## config.mk

```make
export PLATFORM = sky130hd
export DESIGN_NAME = sideband_fifo
export DESIGN_NICKNAME = d
export VERILOG_FILES = /design/src/rtl/sideband_fifo.sv
export SDC_FILE = /design/constraint.sdc
export NUM_CORES = 1
export LEC_CHECK = 0
export ABC_AREA = 1
export CAP_MARGIN = 10
export CORE_MARGIN = 3
export CORE_UTILIZATION = 60
export CTS_BUF_LIST = sky130_fd_sc_hd__clkbuf_8
export CTS_CLUSTER_DIAMETER = 200
export DETAILED_ROUTE_END_ITERATION = 16
export DONT_BUFFER_PORTS = 1
export PLACE_DENSITY_LB_ADDON = 0.15
export SLEW_MARGIN = 20
export SYNTH_ARGS = -nofsm -noshare
export SYNTH_HDL_FRONTEND = slang
export SYNTH_SLANG_ARGS = --single-unit
```

## constraint.sdc

```tcl
create_clock -name clk -period 5 [get_ports clk]
set_input_delay 0.75 -clock clk [delete_from_list [all_inputs] [get_ports clk]]
set_output_delay 0.75 -clock clk [all_outputs]
set_load 0.03 [all_outputs]
```

## src/rtl/sideband_fifo.sv

```systemverilog
// -----------------------------------------------------------------------------
// sideband_fifo
//
// Purpose:
//   Re-associates per-event sideband words (x/y/timestamp, ...) with results
//   leaving a compute pipeline. A word is pushed when an event is launched and
//   one word is popped each time the pipeline's result-valid fires. The popped
//   word appears on a registered output one cycle after the pop, matching a
//   single delay stage on the result path.
//
// Parameters:
//   N      sideband word width in bits
//   DEPTH  number of entries (power of two, >= 2)
//
// Ports:
//   clk         system clock, rising edge
//   rst_n       asynchronous active-low reset (synchronous release expected)
//   push_valid  event launched; store push_data
//   push_data   sideband word to store
//   pop         pipeline result valid; read one entry
//   odata       registered sideband word of the popped entry
//   ovalid      odata valid, one-cycle pulse per accepted pop
//   full        count == DEPTH
//   empty       count == 0
//   count       occupancy, 0..DEPTH
//   overflow    sticky: a push was dropped because the FIFO was full
//   underflow   sticky: a pop arrived while the FIFO was empty
//
// Configuration:
//   SIDEBAND_FIFO_BYPASS_EN  when defined, a push and pop arriving together on
//                            an empty FIFO forward push_data straight to odata
//                            without touching storage, pointers or count.
// -----------------------------------------------------------------------------
module sideband_fifo #(
   parameter int N     = 4,
   parameter int DEPTH = 16
) (
   input  logic                     clk,
   input  logic                     rst_n,
   input  logic                     push_valid,
   input  logic [N-1:0]             push_data,
   input  logic                     pop,
   output logic [N-1:0]             odata,
   output logic                     ovalid,
   output logic                     full,
   output logic                     empty,
   output logic [$clog2(DEPTH):0]   count,
   output logic                     overflow,
   output logic                     underflow
);

   localparam int PW = $clog2(DEPTH);

   // Storage is deliberately not reset; only the pointers define validity.
   logic [N-1:0]  mem_q [DEPTH];

   logic [PW-1:0] wr_ptr_q, wr_ptr_d;
   logic [PW-1:0] rd_ptr_q, rd_ptr_d;
   logic [PW:0]   count_q, count_d;
   logic [N-1:0]  odata_q, odata_d;
   logic          ovalid_q, ovalid_d;
   logic          overflow_q, overflow_d;
   logic          underflow_q, underflow_d;

   logic          pop_acc;
   logic          push_acc;
   logic          bypass;

   assign full      = (count_q == (PW+1)'(DEPTH));
   assign empty     = (count_q == '0);
   assign count     = count_q;
   assign odata     = odata_q;
   assign ovalid    = ovalid_q;
   assign overflow  = overflow_q;
   assign underflow = underflow_q;

   always_comb begin
      pop_acc = pop & ~empty;
`ifdef SIDEBAND_FIFO_BYPASS_EN
      bypass  = empty & push_valid & pop;
`else
      bypass  = 1'b0;
`endif
      // A simultaneous pop frees a slot, so a full FIFO can still take a push.
      push_acc = push_valid & (~full | pop_acc) & ~bypass;

      wr_ptr_d    = wr_ptr_q;
      rd_ptr_d    = rd_ptr_q;
      count_d     = count_q;
      odata_d     = odata_q;
      ovalid_d    = 1'b0;
      overflow_d  = overflow_q;
      underflow_d = underflow_q;

      if (push_acc) begin
         wr_ptr_d = wr_ptr_q + PW'(1);
      end

      if (pop_acc) begin
         rd_ptr_d = rd_ptr_q + PW'(1);
         odata_d  = mem_q[rd_ptr_q];
         ovalid_d = 1'b1;
      end else if (bypass) begin
         odata_d  = push_data;
         ovalid_d = 1'b1;
      end

      if (push_acc && !pop_acc) begin
         count_d = count_q + (PW+1)'(1);
      end else if (pop_acc && !push_acc) begin
         count_d = count_q - (PW+1)'(1);
      end

      if (push_valid && full && !pop_acc) begin
         overflow_d = 1'b1;
      end
      if (pop && empty && !bypass) begin
         underflow_d = 1'b1;
      end
   end

   always_ff @(posedge clk) begin
      if (push_acc) begin
         mem_q[wr_ptr_q] <= push_data;
      end
   end

   always_ff @(posedge clk or negedge rst_n) begin
      if (!rst_n) begin
         wr_ptr_q    <= '0;
         rd_ptr_q    <= '0;
         count_q     <= '0;
         odata_q     <= '0;
         ovalid_q    <= 1'b0;
         overflow_q  <= 1'b0;
         underflow_q <= 1'b0;
      end else begin
         wr_ptr_q    <= wr_ptr_d;
         rd_ptr_q    <= rd_ptr_d;
         count_q     <= count_d;
         odata_q     <= odata_d;
         ovalid_q    <= ovalid_d;
         overflow_q  <= overflow_d;
         underflow_q <= underflow_d;
      end
   end

endmodule
```

==> out/metrics.yaml <==
synth_top_family_by_area: "simple AND/OR/NAND/NOR gates"
dieArea_um2: 7546
worst_pin_slew_ns: 0.6971
synth_mux_area_frac: 0
clk_latency_ns: 0.35
power.density_nw_per_um2: 572.3
syn_area_um2: 3924
crit_path_start_kind: "flip-flop"
numCtsBuffers: 9
yosys-top-cells-area: "edfxtp_1 (49%), dfrtp_1 (13%), nand2_1 (11%)"
drt_pre_antenna_iters: 4
coreArea_um2: 6131
syn_inst: 390
h-tree-depth: 3
fin_crit_ns: 2.638
power_frac_comb: 0.321
clock_skew_ns: 0.01141
setup_viol: 0
yosys_warnings: 0
antennaDiodeCount: 0
crit_fanout: 10
power.total_mw: 2.370
status: "finished clean"
leakage_nw: 1.851
fin_nets: 409
pwr-share-clk: 0.221
synth-compound-area-share: 0.01913
avgViaCountPerCell: 5.265
rsz0062_at_grt: "no"
synth_top_area_cell: "edfxtp_1"
clkTransAtPathRegs_ns: 0.08
wl_per_cell_um: 15.61
cp_data_arrival_time_ns: 2.92
slowest_stage: "dfrtp_1"
reg2reg_setup_slack_ns: 2.36
remaining_drc_errors: 0
synth_top_cell_area_share: 0.4898
start_util: 0.6400
drv_cap: 0
finalHoldViolations: 0
cp-end-kind: "flip-flop"
synth-adder-area-share: 0.03380
cp_data_required_time_ns: 5.29
p_int_mw: 1.419
relSlewSlack: 0.5352
power.switching_mw: 0.9511
grt_first_pass_wirelength_um: 12270
fin_crit_sh: 0.5276
cts.sinks: 84
path_cells: "nor2_4 > nand3_2 > nor2_4 > nand2_2 > nand2_4 > inv_4 > ha_1 > inv_1 > ha_1 > a21oi_1 > nor2_1 > nor2_1 > xor2_1 > nand2_1 > nand2_1"
critPathMaxStageDelay_ns: 0.56
cp_num_buf_inv: 2
area_growth_pct: 5.548
ant_nets: 0
drt_iter0_drc: 162
io_buffers: 0
drt-total-wl_um: 7354
max_freq_mhz: 379.1
ir_drop_mv: 0.4452
grt_max_degree: 36
grt-ovfl-total: 0
rows: 28
clockBufferDepth: 2
cp_top_family: "simple AND/OR/NAND/NOR gates"
grt_usage: 0.2201
ios: 22
synthesis.nets: 408
cts_tree: "yes"
post-cts-setup-buffers: 0
gp_congestion: 0.8667
ys_ff_latch: 84
hold_buffers: 0
root_buffer: "clkbuf_8"
die_y_um: 86.87
worstSetupPathType: "reg -> reg"
p_seq_frac: 0.458
swShare: 0.4013
grt_pass1_vias: 2499
tns_ns: 0
grt_antenna_before_repair: 0
ctsResizeCount: 0
num_vias: 2480
synth_xor_area_frac: 0.01786
synthSimpleGateAreaFrac: 0.2188
drv_slew: 0
drive_above_1_share: 0.07323
synthDistinctLibCells: 28
ys_seq_area_frac: 0.6173
holdCritPathClass: "in -> async"
syn_avg_cell_area_um2: 10.06
die_w_um: 86.87
place_hpwl_um: 4873
-- state kept, by name (all words and copies together) (netlist names) --
name	count
count	5
mem_q	64
overflow	1
wr_ptr_q	4
ovalid	1
underflow	1
odata	4
rd_ptr_q	4
-- per-stage QoR --
| stage | util | instances | area, µm² | setup slack, ns | hold WS, ns |
|---|---|---|---|---|---|
| 3_3_place_gp | 0.6400 | 455 | 3924 | 2.436 | 0.4548 |
| 6_report | 0.6755 | 471 | 4141 | 2.362 | 0.09138 |
| 3_5_place_dp | 0.6400 | 455 | 3924 | 2.380 | 0.4549 |
| 4_1_cts | 0.6755 | 471 | 4141 | 2.356 | 0.07944 |
| 2_1_floorplan | - | 390 | 3924 | 2.586 | 0.4544 |
| 5_1_grt | 0.6755 | 471 | 4141 | 2.113 | 0.07212 |
-- layout make-up --
class,count,area (µm²)
fillers,485,1989
clock inverters,6,80.08
repair buffers,1,7.507
multi-input cells,228,1136
clock buffers,10,137.6
well taps,75,93.84
inverters,67,264.0
flip-flops and latches,84,2422
-- kinds of logic (layout without fill, tap and decap cells) --
logic type               count (synthesis)  after routing
AO/OA/AOI/OAI                           13             13
adder cells (fa/ha/maj)                 10             10
XOR/XNOR                                 8              8
buffers and inverters                   78             84
AND/OR/NAND/NOR                        197            197
flip-flops                              84             84
-- cell usage after synthesis --
library cell  number
a21boi_0           1
a21oi_1            2
a31o_2             1
a31oi_1            1
buf_4              6
buf_6              5
clkinv_1           1
dfrtp_1           20
edfxtp_1          64
fa_1               1
ha_1               9
inv_1             61
inv_2              1
inv_4              3
inv_6              1
nand2_1          118
nand2_2            1
nand2_4            3
nand3_1           51
nand3_2            1
nand4_2            1
nor2_1            20
nor2_4             2
o21ai_0            5
o21ai_1            2
o21bai_1           1
xnor2_1            1
xor2_1             7
-- power by group through the flow --
stage / combinational [mW] / sequential (mW) / clock, mW
final: 0.762 / 1.08 / 0.524
after global routing: 0.878 / 1.11 / 0.557
after CTS: 0.766 / 1.09 / 0.528
after detailed placement: 0.759 / 1.10 / 0
after global placement: 0.734 / 1.10 / 0
after floorplan: 0.677 / 1.05 / 0
-- metal layers --
metal,track usage,vias up,share of wire
met4,0.08924,0,0.020
li1,-,1246,-
met1,0.3073,1139,0.45
met2,0.3320,80,0.47
met5,0,-,0
met3,0.05582,15,0.065
-- placed cells by master, fill, tap and decap left out, drive strengths merged --
cell type / n
fa: 1
xor2: 7
nand2: 122
a21boi: 1
o21bai: 1
xnor2: 1
nor2: 22
a31o: 1
inv: 67
a31oi: 1
nand4: 1
clkinv: 3
clkbuf: 10
bufinv: 2
nand3: 52
ha: 9
clkinvlp: 1
edfxtp: 64
dfrtp: 20
a21oi: 2
o21ai: 7
buf: 1
-- path summary, 6_finish.rpt --
kind / startpoint / endpoint / cells after the start
min in group clk: push_data[2] / mem_q[12][2] / 0
worst max register to register: count[1] / count[4] / 15
worst min-delay path: rst_n / odata[3] / 0
worst max-delay path: count[1] / count[4] / 15
max in group asynchronous: rst_n / wr_ptr_q[1] / 0
worst min register to register: wr_ptr_q[2] / wr_ptr_q[2] / 2
No activity file was read; power rests on OpenSTA's default activity.
